<file path="config.mk">
export PLATFORM = sky130hd
export DESIGN_NAME = alu_wb_unit
export DESIGN_NICKNAME = d
export VERILOG_FILES = /design/src/rtl/alu_wb_pkg.sv /design/src/rtl/alu_wb_unit_mul.sv /design/src/rtl/alu_wb_unit.sv
export SDC_FILE = /design/constraint.sdc
export NUM_CORES = 1
export LEC_CHECK = 0
export BUFFER_PORTS_ARGS = -buffer_cell sky130_fd_sc_hd__buf_2
export CAP_MARGIN = 20
export CORE_ASPECT_RATIO = 0.7
export CORE_UTILIZATION = 50
export CTS_CLUSTER_DIAMETER = 120
export CTS_CLUSTER_SIZE = 12
export DETAILED_ROUTE_END_ITERATION = 16
export PLACE_DENSITY = 0.67
export SETUP_SLACK_MARGIN = 0.02
export SLEW_MARGIN = 20
export SYNTH_ARGS = -nofsm -noshare
export SYNTH_HDL_FRONTEND = slang
export SYNTH_SLANG_ARGS = --single-unit
</file>
<file path="constraint.sdc">
create_clock -name clk -period 7.64 [get_ports clk]
set_input_delay 2.292 -clock clk [delete_from_list [all_inputs] [get_ports clk]]
set_output_delay 2.292 -clock clk [all_outputs]
set_load 0.1 [all_outputs]
</file>
<file path="src/rtl/alu_wb_pkg.sv">
// alu_wb_pkg: definitions shared by the execution stage and its multiplier.
//   - opcode constants (3-bit)
//   - FSM state encoding (2-bit)
//   - multiplier iteration count
//   - bit positions inside the optional {N,Z,C,V} flag vector
// The optional flag output is controlled by the ALU_WB_FLAGS_EN macro.
package alu_wb_pkg;

  localparam logic [2:0] OP_ADD = 3'b000;
  localparam logic [2:0] OP_SUB = 3'b001;
  localparam logic [2:0] OP_AND = 3'b010;
  localparam logic [2:0] OP_OR  = 3'b011;
  localparam logic [2:0] OP_XOR = 3'b100;
  localparam logic [2:0] OP_SHL = 3'b101;
  localparam logic [2:0] OP_SHR = 3'b110;
  localparam logic [2:0] OP_MUL = 3'b111;

  typedef enum logic [1:0] {
    IDLE = 2'b00,
    EXEC = 2'b01,
    MUL  = 2'b10,
    WB   = 2'b11
  } state_e;

  localparam int MUL_ITER = 16;

  localparam int FLAG_N = 3;
  localparam int FLAG_Z = 2;
  localparam int FLAG_C = 1;
  localparam int FLAG_V = 0;

endpackage

</file>
<file path="src/rtl/alu_wb_unit_mul.sv">
// mul_shift_add: iterative shift-add multiplier, one partial product per step.
//   clk_i     system clock
//   rst_ni    synchronous active-low reset
//   load_i    capture operands, clear accumulator and counter
//   step_i    perform one iteration
//   mcand_i   multiplicand (WIDTH)
//   mplier_i  multiplier (WIDTH)
//   done_o    high during the step that completes the last iteration
//   prod_o    accumulator value after the current step (ACC_W bits)
// ACC_W is WIDTH for a truncated product, 2*WIDTH when the upper half is
// needed (ALU_WB_FLAGS_EN build, carry flag on MUL).
module mul_shift_add #(
  parameter int WIDTH = 16,
  parameter int ACC_W = 16
) (
  input  logic             clk_i,
  input  logic             rst_ni,
  input  logic             load_i,
  input  logic             step_i,
  input  logic [WIDTH-1:0] mcand_i,
  input  logic [WIDTH-1:0] mplier_i,
  output logic             done_o,
  output logic [ACC_W-1:0] prod_o
);
  import alu_wb_pkg::*;

  logic [ACC_W-1:0] mcand_q;
  logic [WIDTH-1:0] mplier_q;
  logic [ACC_W-1:0] acc_q, acc_d;
  logic [3:0]       cnt_q;

  always_comb begin
    acc_d = acc_q + (mplier_q[0] ? mcand_q : '0);
  end

  // prod_o is the post-step value so the FSM can write back on the same
  // edge that retires the last iteration.
  assign prod_o = acc_d;
  assign done_o = step_i && (cnt_q == 4'(MUL_ITER - 1));

  always_ff @(posedge clk_i) begin
    if (!rst_ni) begin
      mcand_q  <= '0;
      mplier_q <= '0;
      acc_q    <= '0;
      cnt_q    <= '0;
    end else if (load_i) begin
      mcand_q  <= ACC_W'(mcand_i);
      mplier_q <= mplier_i;
      acc_q    <= '0;
      cnt_q    <= '0;
    end else if (step_i) begin
      acc_q    <= acc_d;
      mcand_q  <= mcand_q << 1;
      mplier_q <= mplier_q >> 1;
      cnt_q    <= cnt_q + 4'd1;
    end
  end

endmodule

</file>
<file path="src/rtl/alu_wb_unit.sv">
// alu_wb_unit: execution stage behind the 8x16 register file.
// Captures R/S on start, runs one of eight operations and writes the result
// back through the register-file write port for exactly one cycle.
//   clk     system clock, rising edge
//   reset   synchronous active-low reset
//   start   operation request, sampled only in IDLE
//   op      opcode (ADD SUB AND OR XOR SHL SHR MUL)
//   dest    destination register index
//   R, S    operands from the register-file read ports
//   busy    high in EXEC, MUL and WB
//   done    one-cycle pulse, coincident with we
//   W       write-back data (holds after WB)
//   W_adr   write-back address (holds after WB)
//   flags   {N,Z,C,V}, only when ALU_WB_FLAGS_EN is defined
//   we      register-file write enable
//
// state | meaning
// IDLE  | waiting for start; operands captured on start
// EXEC  | single-cycle ALU result registered into W
// MUL   | 16 shift-add iterations, product registered into W on the last
// WB    | we/done high for one cycle
module alu_wb_unit #(
  parameter int WIDTH = 16,
  parameter int AW    = 3
) (
  input  logic             clk,
  input  logic             reset,
  input  logic             start,
  input  logic [2:0]       op,
  input  logic [AW-1:0]    dest,
  input  logic [WIDTH-1:0] R,
  input  logic [WIDTH-1:0] S,
  output logic             busy,
  output logic             done,
  output logic [WIDTH-1:0] W,
  output logic [AW-1:0]    W_adr,
`ifdef ALU_WB_FLAGS_EN
  output logic [3:0]       flags,
`endif
  output logic             we
);
  import alu_wb_pkg::*;

`ifdef ALU_WB_FLAGS_EN
  localparam int ACC_W = 2 * WIDTH;
`else
  localparam int ACC_W = WIDTH;
`endif

  state_e state_q, state_d;

  logic [2:0]       op_q;
  logic [AW-1:0]    dest_q;
  logic [WIDTH-1:0] a_q, b_q;
  logic [WIDTH-1:0] W_q;
  logic [AW-1:0]    W_adr_q;
  logic [WIDTH-1:0] alu_res;

  logic             accept;
  logic             mul_load;
  logic             mul_done;
  logic [ACC_W-1:0] mul_prod;

  assign accept   = (state_q == IDLE) && start;
  assign mul_load = accept && (op == OP_MUL);

  mul_shift_add #(
    .WIDTH (WIDTH),
    .ACC_W (ACC_W)
  ) u_mul (
    .clk_i    (clk),
    .rst_ni   (reset),
    .load_i   (mul_load),
    .step_i   (state_q == MUL),
    .mcand_i  (R),
    .mplier_i (S),
    .done_o   (mul_done),
    .prod_o   (mul_prod)
  );

  // State register
  always_ff @(posedge clk) begin
    if (!reset) state_q <= IDLE;
    else        state_q <= state_d;
  end

  // Next-state logic
  always_comb begin
    state_d = state_q;
    unique case (state_q)
      IDLE: if (start) state_d = (op == OP_MUL) ? MUL : EXEC;
      EXEC: state_d = WB;
      MUL:  if (mul_done) state_d = WB;
      WB:   state_d = IDLE;
      default: state_d = IDLE;
    endcase
  end

  // Outputs decoded from state
  always_comb begin
    busy = (state_q != IDLE);
    we   = (state_q == WB);
    done = (state_q == WB);
  end

  // Single-cycle ALU on the frozen operands
  always_comb begin
    alu_res = '0;
    unique case (op_q)
      OP_ADD:  alu_res = a_q + b_q;
      OP_SUB:  alu_res = a_q - b_q;
      OP_AND:  alu_res = a_q & b_q;
      OP_OR:   alu_res = a_q | b_q;
      OP_XOR:  alu_res = a_q ^ b_q;
      OP_SHL:  alu_res = a_q << b_q[3:0];
      OP_SHR:  alu_res = a_q >> b_q[3:0];
      default: alu_res = '0;
    endcase
  end

`ifdef ALU_WB_FLAGS_EN
  logic [3:0] alu_flags, mul_flags, flags_q;

  always_comb begin
    alu_flags         = '0;
    alu_flags[FLAG_N] = alu_res[WIDTH-1];
    alu_flags[FLAG_Z] = (alu_res == '0);
    unique case (op_q)
      OP_ADD: begin
        // The sum wrapped iff it came out smaller than an addend.
        alu_flags[FLAG_C] = (alu_res < a_q);
        alu_flags[FLAG_V] = (a_q[WIDTH-1] == b_q[WIDTH-1]) &&
                            (alu_res[WIDTH-1] != a_q[WIDTH-1]);
      end
      OP_SUB: begin
        alu_flags[FLAG_C] = (a_q < b_q);
        alu_flags[FLAG_V] = (a_q[WIDTH-1] != b_q[WIDTH-1]) &&
                            (alu_res[WIDTH-1] != a_q[WIDTH-1]);
      end
      default: begin
        alu_flags[FLAG_C] = 1'b0;
        alu_flags[FLAG_V] = 1'b0;
      end
    endcase
  end

  always_comb begin
    mul_flags         = '0;
    mul_flags[FLAG_N] = mul_prod[WIDTH-1];
    mul_flags[FLAG_Z] = (mul_prod[WIDTH-1:0] == '0);
    mul_flags[FLAG_C] = |mul_prod[ACC_W-1:WIDTH];
    mul_flags[FLAG_V] = 1'b0;
  end

  always_ff @(posedge clk) begin
    if (!reset)                          flags_q <= '0;
    else if (state_q == EXEC)            flags_q <= alu_flags;
    else if (state_q == MUL && mul_done) flags_q <= mul_flags;
  end

  assign flags = flags_q;
`endif

  // Operand capture and write-back registers
  always_ff @(posedge clk) begin
    if (!reset) begin
      op_q    <= '0;
      dest_q  <= '0;
      a_q     <= '0;
      b_q     <= '0;
      W_q     <= '0;
      W_adr_q <= '0;
    end else begin
      if (accept) begin
        op_q   <= op;
        dest_q <= dest;
        a_q    <= R;
        b_q    <= S;
      end
      if (state_q == EXEC) begin
        W_q     <= alu_res;
        W_adr_q <= dest_q;
      end else if (state_q == MUL && mul_done) begin
        W_q     <= mul_prod[WIDTH-1:0];
        W_adr_q <= dest_q;
      end
    end
  end

  assign W     = W_q;
  assign W_adr = W_adr_q;

endmodule
</file>
==> metrics.yaml, run 1 <==
cts:
  path_clk_slew_ns: 0.09
  post_cts_buffers: 0
  cts_num_sinks: 111
  cts_buffers: 9
  insertion_delay_ns: 0.36
  cts_buffer_depth: 2
  h-tree-depth: 3
  cts_tree: "done"
  cts_resized: 0
  ctsHoldBuffers: 0
  cts-root-buf: "clkbuf_16"
global_route:
  grt_pass1_wl_mm: 42.2
  grt_pass1_vias: 7351
  overflow: 0
  grtUsageTotal_pct: 31.9
  antenna_found_initial: 1
  grt_start_max_net_pins: 78
detailed_routing:
  drc: 0
  finalWirelength_mm: 27.2
  vias_per_cell: 6.16
  ant_nets: 0
  drtPass1Iterations: 8
  vias: 8141
  drtIter0Drc: 1018
  routedWlPerCell_um: 20.5
yosys:
  ys_types: 66
  seq_area_frac_synth_pct: 26.5
  synthFlopType: "dfxtp_1"
  synth_cells: 1077
  synth_edf_count: 0
  ys_warn_count: 0
  avgSynthCellArea_um2: 7.80
  syn_nets: 1190
  synth-async-reset-ratio_pct: 0
  ys_ff_latch: 111
  mappedNetlistArea_um2: 8400
run:
  cap_violations: 0
floorplan:
  rows: 39
  start_util_pct: 51.4
  io-pin-count: 63
  die_w_um: 157
  die_area_um2: 17300
  core_area_um2: 16300
  fp.dieH_um: 110
layout:
  final_common_cell: "nand2_1"
  layout.nets: 1205
  antenna_cells: 0
  drive_gt1_share_pct: 10.8
  final_cell_mix: "140 x nand2_1, 118 x nor2_1, 110 x dfxtp_1, 107 x a21oi_1, 73 x mux2i_1"
  synthToLayoutAreaGrowth_pct: 8.11
timing:
  final_hold_viol_count: 0
  period_share_pct: 54.8
  slew_viol_final: 0
  slew_headroom_pct: 41.4
  setup_tns_ns: 0
  tightest_slew_ns: 0.872
  clock.fmax_mhz: 239
  min_period_ns: 4.19
  fin_skew_ns: 0.0186
  rsz0062_at_grt: "no"
  finalSetupViolations: 0
placement:
  portBuffers: 62
  routabilityCongestion: 1.00
  dp_hpwl_mm: 20.2
power_and_ir_drop:
  power_density_nw_per_um2: 349
  internal-power_w: 0.00154
  pwr-share-seq_pct: 25.5
  swShare_pct: 51.4
  p_switching_w: 0.00163
  vdd_drop_max_mv: 0.389
  total_power_w: 0.00317
  p_leak_nw: 3.56
  clkPwrFrac_pct: 15.4
  power.share.combinational_pct: 59.1
setup_path:
  end_kind: "flop"
  worstPathRequired_ns: 7.91
  worstPathCellList: "buf_4 > inv_2 > ha_1 > a31oi_1 > xnor2_1 > ha_1 > a21o_1 > nor3_1 > a21oi_1 > a31o_1 > a2111oi_2 > a41o_1 > nand2_1 > a31oi_1"
  slowest_delay_ns: 0.46
  startpoint_type: "flop"
  cp_num_buf_inv: 2
  worst-endpoint-arrival_ns: 4.46
  criticalPathCategory: "reg -> reg"
  path_delay_family: "compound AO/OA/AOI/OAI gates"
  cp_max_fo: 38
  slowest_stage: "a31oi_1"
status:
  outcome: "finished clean"
worst_hold_path:
  min_path_type: "reg -> reg"
[cells in the mapped netlist (11+ instances only)]
master / number / area share (%)
a31oi_1: 11 / 0.82
nor3_1: 16 / 0.95
mux2i_1: 73 / 8.7
a211oi_1: 41 / 3.7
o211ai_1: 11 / 0.98
a21oi_1: 107 / 6.4
nand2_1: 140 / 6.3
buf_2: 17 / 1.0
ha_1: 70 / 10
and2_1: 17 / 1.3
xnor2_1: 33 / 3.4
clkbuf_1: 38 / 1.7
nor2_1: 118 / 5.3
inv_1: 50 / 2.2
o21ai_0: 43 / 2.6
o21ai_1: 15 / 0.89
dfxtp_1: 111 / 26
[through the flow]
step | util [%] | instance area [um^2] | instances | setup WS [ns] | hold WS [ns]
floorplan | - | 8400 | 1077 | 3.75 | 0.437
global placement | 53.6 | 8770 | 1306 | 3.69 | 0.437
detailed placement | 53.6 | 8770 | 1306 | 3.64 | 0.440
CTS | 55.5 | 9080 | 1322 | 3.59 | 0.451
global route | 55.5 | 9080 | 1322 | 3.21 | 0.472
finish | 55.5 | 9080 | 1322 | 3.45 | 0.451
[state kept, by name, summed over array words and instances (netlist names)]
name / flops
W_adr: 3
u_mul.mcand_q: 16
u_mul.acc_q: 16
state_q: 2
op_q: 3
u_mul.cnt_q: 4
b_q: 16
dest_q: 3
u_mul.mplier_q: 16
a_q: 16
W: 16
[layout make-up]
type	instances	area (um^2)
clock buffer	10	239
clock inverter	6	70.1
sequential	111	2220
fill	1573	7270
inverter	54	203
multi-input combinational	841	5650
timing repair buffer	75	408
tap	225	282
[power groups by stage]
stage               Sequential [W]  Combinational [W]  Clock [W]
CTS                       0.000799            0.00183   0.000494
floorplan                 0.000994            0.00120          0
detailed placement        0.000812            0.00181          0
global route              0.000815            0.00202   0.000521
finish                    0.000807            0.00187   0.000488
global placement          0.000811            0.00182          0
[metal layers]
layer	part of all wire [%]	global-route usage, %	wire (um)	up-vias
met5	0	0	0	-
met4	1.2	5.23	316	0
met3	12	12.3	3390	27
met2	39	41.5	10500	417
met1	48	48.9	13000	3821
li1	-	-	-	3876
[path summary, 6_finish.rpt]
check,startpoint,endpoint,slack (ns),cells after the start
setup reg to reg,b_q[0],W[11],3.45,14
hold / removal,W_adr[0],W_adr[0],0.45,2
setup / recovery,b_q[0],W[11],3.45,14
hold reg to reg,W_adr[0],W_adr[0],0.45,2
[cell families (layout without fill, tap and decap cells)]
family / after synthesis / after routing / share of synthesized area (%)
AND/OR/NAND/NOR: 335 / 335 / 17.0
AO/OA/AOI/OAI: 309 / 309 / 23.7
buffers and inverters: 125 / 145 / 6.27
flip-flops: 111 / 111 / 26.5
multiplexers: 85 / 85 / 11.5
adder cells (fa/ha/maj): 72 / 72 / 10.9
XOR/XNOR: 40 / 40 / 4.17
[worst min-delay path, stage by stage (launching register included)]
cell and delay (ns):
dfxtp_1 0.31, nand2_1 0.05, a21oi_1 0.05
No activity file was read; power rests on OpenSTA's default activity.
==> run 2, diff against run 1 <==
- PLACE_DENSITY: 0.67 -> 0.7
- clock period: 7.64 -> 3.4 ns (I/O delays scaled with it)
==> metrics.yaml, run 2 (synthesis gave the netlist of run 1 again) <==
detailed_routing:
  drtIter0Drc: 962  # -5.5%
  ant_nets: 0  # unchanged
  drc: 0  # unchanged
  dr_wl_met2_mm: 10.5  # +0.43%
  vias: 8239  # +1.2%
  finalWirelength_mm: 27.3  # +0.32%
  drtPass1Iterations: 6  # -2
  highest_layer: "met4"
  routed-wl-met3_mm: 3.42  # +0.94%
  met1_length_mm: 12.8  # -1.4%
  vias_per_cell: 6.09  # -1.0%
  routedWlPerCell_um: 20.2  # -1.9%
floorplan:
  start_util_pct: 51.4  # unchanged
  core_area_um2: 16300  # unchanged
  fp.dieH_um: 110  # unchanged
  die_w_um: 157  # unchanged
  die_area_um2: 17300  # unchanged
  rows: 39  # unchanged
  io-pin-count: 63  # unchanged
worst_hold_path:
  hold-path-endpoint: "W_adr[1]"
  min_path_type: "reg -> reg"
  min_from: "W_adr[1]"
  worstHoldPathCells: 2  # unchanged
timing:
  clock.fmax_mhz: 313  # +31%
  slew_viol_final: 0  # unchanged
  finalSetupViolations: 0  # unchanged
  rsz0062_at_grt: "no"
  final_hold_viol_count: 0  # unchanged
  fin_skew_ns: 0.0139  # -0.00476 ns
  setup_tns_ns: 0  # unchanged
  tightest_slew_ns: 0.879  # +0.00660 ns
  slew_headroom_pct: 41.4  # +0.057 points
  min_period_ns: 3.19  # -0.998 ns
  period_share_pct: 93.9  # +39 points
placement:
  portBuffers: 62  # unchanged
  routabilityCongestion: 1.02  # +1.4%
  placed_cell_area_um2: 9000  # +2.7%
  dp_hpwl_mm: 20.8  # +2.6%
global_route:
  grt_pass1_wl_mm: 41.7  # -1.2%
  overflow: 0  # unchanged
  antenna_found_initial: 0  # -1
  grtUsageTotal_pct: 31.7  # -0.18 points
  grt_start_max_net_pins: 63  # -19%
  grt_pass1_vias: 7275  # -1.0%
setup_path:
  startpoint_type: "flop"
  path_delay_family: "compound AO/OA/AOI/OAI gates"
  slowest_stage: "dfxtp_1"
  criticalPathCategory: "reg -> reg"
  crit-reg2reg-launch: "b_q[0]"
  r2r_cells: 13  # -1
  worst-endpoint-arrival_ns: 3.48  # -0.98 ns
  slowest_delay_ns: 0.39  # -0.07 ns
  r2r_slack_ns: 0.21  # -3.24 ns
  cp_num_buf_inv: 1  # -1
  worstPathCellList: "inv_2 > ha_1 > a31oi_2 > xnor2_1 > ha_1 > a21o_1 > o32ai_2 > a21oi_1 > a31o_1 > a2111oi_2 > a41o_1 > nand2_1 > a31oi_1"
  critPathMostFrequentCell: "ha_1"
  cp_max_fo: 4  # -89%
  r2r-end: "W[11]"
  worstPathRequired_ns: 3.69  # -4.22 ns
  end_kind: "flop"
power_and_ir_drop:
  p_leak_nw: 3.71  # +4.3%
  power_density_nw_per_um2: 781  # +120%
  vdd_drop_max_mv: 0.844  # +120%
cts:
  cts-root-buf: "clkbuf_16"
  path_clk_slew_ns: 0.09  # about the same
  cts_buffer_depth: 2  # unchanged
  insertion_delay_ns: 0.37  # about the same
  cts_tree: "done"
  cts_num_sinks: 111  # unchanged
  h-tree-depth: 3  # unchanged
  cts_buffers: 9  # unchanged
layout:
  drive_gt1_share_pct: 13.5  # +2.7 points
  final_common_cell: "nand2_1"
  final-seq-area_um2: 2220  # unchanged
  stdcell_area_um2: 9320  # +2.7%
  antenna_cells: 0  # unchanged
  layout.nets: 1235  # +2.5%
  synthToLayoutAreaGrowth_pct: 11.0
  multi_input_area_um2: 5680  # +0.46%
  fillers: 1532  # -2.6%
  final_cell_mix: "139 x nand2_1, 117 x nor2_1, 110 x dfxtp_1, 106 x a21oi_1, 73 x mux2i_1"
run:
  cap_violations: 0  # unchanged
status:
  outcome: "finished clean"
## run 2: through the flow
step | hold WS [ns] | cells | power, W | worst slack (ns) | util (%)
after floorplan | 0.437 | 1077 | 0.00494 | 0.0633 | -
after global placement | 0.435 | 1335 | 0.00606 | 0.224 | 55.1
after detailed placement | 0.445 | 1335 | 0.00608 | 0.190 | 55.1
after CTS | 0.453 | 1351 | 0.00715 | 0.160 | 56.8
after global routing | 0.493 | 1352 | 0.00766 | 0.0316 | 57.0
final | 0.450 | 1352 | 0.00728 | 0.208 | 57.0
## run 2: power breakdown
group	total (W)	internal [W]	switching [W]	leakage, nW
combinational	0.00446	0.00156	0.00291	2.67
sequential	0.00176	0.00152	0.000236	0.905
clock	0.00106	0.000520	0.000537	0.143
## run 2: worst register-to-register path, cell delays in order, from the launching register on
cell,delay [ns]
dfxtp_1,0.39
inv_2,0.05
ha_1,0.23
a31oi_2,0.27
xnor2_1,0.18
ha_1,0.34
a21o_1,0.23
o32ai_2,0.24
a21oi_1,0.12
a31o_1,0.29
a2111oi_2,0.39
a41o_1,0.15
nand2_1,0.06
a31oi_1,0.17
## run 2: per-layer routing
layer | up-vias | track usage, %
li1 | 3903 | -
met1 | 3840 | 48.9
met2 | 461 | 41.6
met3 | 35 | 9.81
met4 | 0 | 7.52
met5 | - | 0
## run 2: timing repair
action                     CTS  global route
buffers inserted             0             1
gates resized for setup      0             7
setup endpoints to repair    0             3
hold buffers                 0             0
## run 2: worst max path at each step
stage	from	end	cells past startpoint
final	b_q[0]	W[11]	13
after detailed placement	b_q[7]	W[15]	13
after CTS	b_q[6]	W[15]	13
after global placement	b_q[7]	W[15]	13
after global routing	b_q[0]	W[8]	14
after floorplan	b_q[0]	W[11]	16
## run 2: area by class of cell
cell class                      instances  share of cell area (%)
Timing Repair Buffer                  105                    6.93
Inverter                               54                    2.17
Clock buffer                           10                    2.46
Multi-Input combinational cell        841                    60.9
Sequential cell                       111                    23.9
Tap cell                              225                    3.02
Clock inverter                          6                   0.644
==> run 3, diff against run 2 <==
- CTS_CLUSTER_SIZE: 12 -> 24
- MAX_ROUTING_LAYER: not set -> met4
- PLACE_DENSITY: 0.7 -> 0.76
==> metrics.yaml, run 3 (synthesis gave the netlist of run 1 again) <==
status:
  outcome: "finished clean"
global_route:
  grt_use_met3_pct: 12.1  # +2.3 points
  grt_pass1_wl_mm: 42.6  # +2.2%
  grt_use_met1_pct: 47.1  # -1.8 points
  overflow: 0  # unchanged
  grt_pass1_vias: 7665  # +5.4%
  grt-busiest-layer: "met1"
  grt_start_max_net_pins: 67  # +6.3%
  gr-usage-met2_pct: 44.4  # +2.8 points
  antenna_found_initial: 1  # +1
  grtUsageTotal_pct: 33.2  # +1.4 points
detailed_routing:
  vias: 8277  # +0.46%
  drtIter0Drc: 923  # -4.1%
  finalWirelength_mm: 27.6  # +1.4%
  drc: 0  # unchanged
  ant_nets: 0  # unchanged
  vias_per_cell: 6.14  # +0.76%
  drtPass1Iterations: 6  # unchanged
  routedWlPerCell_um: 20.5  # +1.7%
layout:
  layout.nets: 1230  # -0.40%
  fillers: 1518  # -0.91%
  drive_gt1_share_pct: 13.0  # -0.47 points
  final_cell_mix: "140 x nand2_1, 118 x nor2_1, 109 x dfxtp_1, 107 x a21oi_1, 73 x mux2i_1"
  multi_input_area_um2: 5680  # about the same
  final_common_cell: "nand2_1"
  utilization_pct: 57.1  # about the same
  synthToLayoutAreaGrowth_pct: 11.1  # about the same
  final-seq-area_um2: 2220  # about the same
setup_path:
  criticalPathCategory: "reg -> reg"
  worstPathRequired_ns: 3.69  # about the same
  cp_max_fo: 10  # +6
  slowest_delay_ns: 0.44  # +0.05 ns
  worstPathCellList: "nor2_1 > nand2_1 > a21o_1 > fa_1 > nor2b_1 > o31a_1 > o21ai_1 > buf_4 > o21ai_1 > nor2b_1 > mux2i_1 > nand2_1 > a31oi_1"
  path_delay_family: "compound AO/OA/AOI/OAI gates"
  worst-endpoint-arrival_ns: 3.50  # +0.02 ns
  startpoint_type: "flop"
  cp_num_buf_inv: 1  # unchanged
  slowest_stage: "fa_1"
  end_kind: "flop"
timing:
  slew_headroom_pct: 40.2  # -1.2 points
  final_hold_viol_count: 0  # unchanged
  fin_skew_ns: 0.0172  # +0.00338 ns
  clock.fmax_mhz: 312  # -0.54%
  period_share_pct: 94.4  # +0.51 points
  rsz0062_at_grt: "no"
  slew_viol_final: 0  # unchanged
  setup_tns_ns: 0  # unchanged
  worst_hold_slack_ns: 0.456  # +0.00603 ns
  finalSetupViolations: 0  # unchanged
  tightest_slew_ns: 0.890  # +0.0110 ns
  min_period_ns: 3.21  # +0.0174 ns
cts:
  cts_tree: "done"
  cts-root-buf: "clkbuf_16"
  cts_buffer_depth: 2  # unchanged
  h-tree-depth: 3  # unchanged
  post_cts_buffers: 0  # unchanged
  cts_num_sinks: 111  # unchanged
  ctsHoldBuffers: 0  # unchanged
  path_clk_slew_ns: 0.08  # about the same
  insertion_delay_ns: 0.37  # about the same
  cts_buffers: 9  # unchanged
floorplan:
  die_area_um2: 17300  # unchanged
  io-pin-count: 63  # unchanged
  die_w_um: 157  # unchanged
  fp.dieH_um: 110  # unchanged
  rows: 39  # unchanged
  core_area_um2: 16300  # unchanged
  start_util_pct: 51.4  # unchanged
run:
  cap_violations: 0  # unchanged
placement:
  dp_hpwl_mm: 20.8  # +0.13%
  portBuffers: 62  # unchanged
  routabilityCongestion: 1.04  # +2.3%
worst_hold_path:
  min_path_type: "reg -> reg"
power_and_ir_drop:
  power_density_nw_per_um2: 793  # +1.6%
  p_leak_nw: 3.71  # -0.17%
  vdd_drop_max_mv: 0.773  # -8.4%
[run 3: cell types whose count changed in the layout (fill, tap and decap cells not counted), moves of 2 or more]
cell	previous run	this run
inv_8	3	1
clkinv_8	0	2
buf_4	42	37
clkinv_4	2	0
[run 3: final cells by class]
cell class                      count  area share (%)
Multi-Input combinational cell    841            60.9
Sequential cell                   111            23.8
Timing Repair Buffer              100            6.52
Tap cell                          225            3.02
Clock buffer                        9            2.41
Inverter                           54            2.17
Clock inverter                      7            1.15
Antenna cell                        1          0.0268
[run 3: repair_timing]
action,in CTS,in global routing
gates resized for setup,0,4
setup endpoints to repair,0,2
endpoints found under the hold margin,0,0
[run 3: power by group]
| group | leakage [nW] | internal, W | switching, W |
|---|---|---|---|
| logic | 2.64 | 0.00153 | 0.00290 |
| registers | 0.905 | 0.00152 | 0.000249 |
| clock network | 0.161 | 0.000607 | 0.000593 |
| total | 3.71 | 0.00366 | 0.00374 |
[run 3: stage by stage]
stage | area (um^2) | cells | total power, W | setup WS [ns]
floorplan | 8400 | 1077 | 0.00494 | 0.0633
global placement | 8970 | 1331 | 0.00603 | 0.294
detailed placement | 8970 | 1331 | 0.00607 | 0.191
CTS | 9310 | 1347 | 0.00726 | 0.147
global route | 9330 | 1348 | 0.00779 | 0.0211
finish | 9330 | 1348 | 0.00740 | 0.190
[run 3: final timing paths]
kind,start,endpoint,slack (ns),depth (start not counted)
worst max-delay path,op_q[2],W[14],0.19,13
worst min-delay path,W_adr[1],W_adr[1],0.46,2
worst min register to register,W_adr[1],W_adr[1],0.46,2
worst max register to register,op_q[2],W[14],0.19,13
[run 3: routing by layer]
layer	vias to the layer above	wire length, um
li1	3898	-
met1	3840	12400
met2	498	10900
met3	41	3800
met4	0	490
met5	-	0
[run 3: worst reg2reg max path: cells and delay by family (launching register included)]
kind	cells	cell delay, ns
compound gates	5	1.07
fa+ha+maj	1	0.44
buf+inv	1	0.18
flops	1	0.33
mux	1	0.20
simple gates	5	0.91
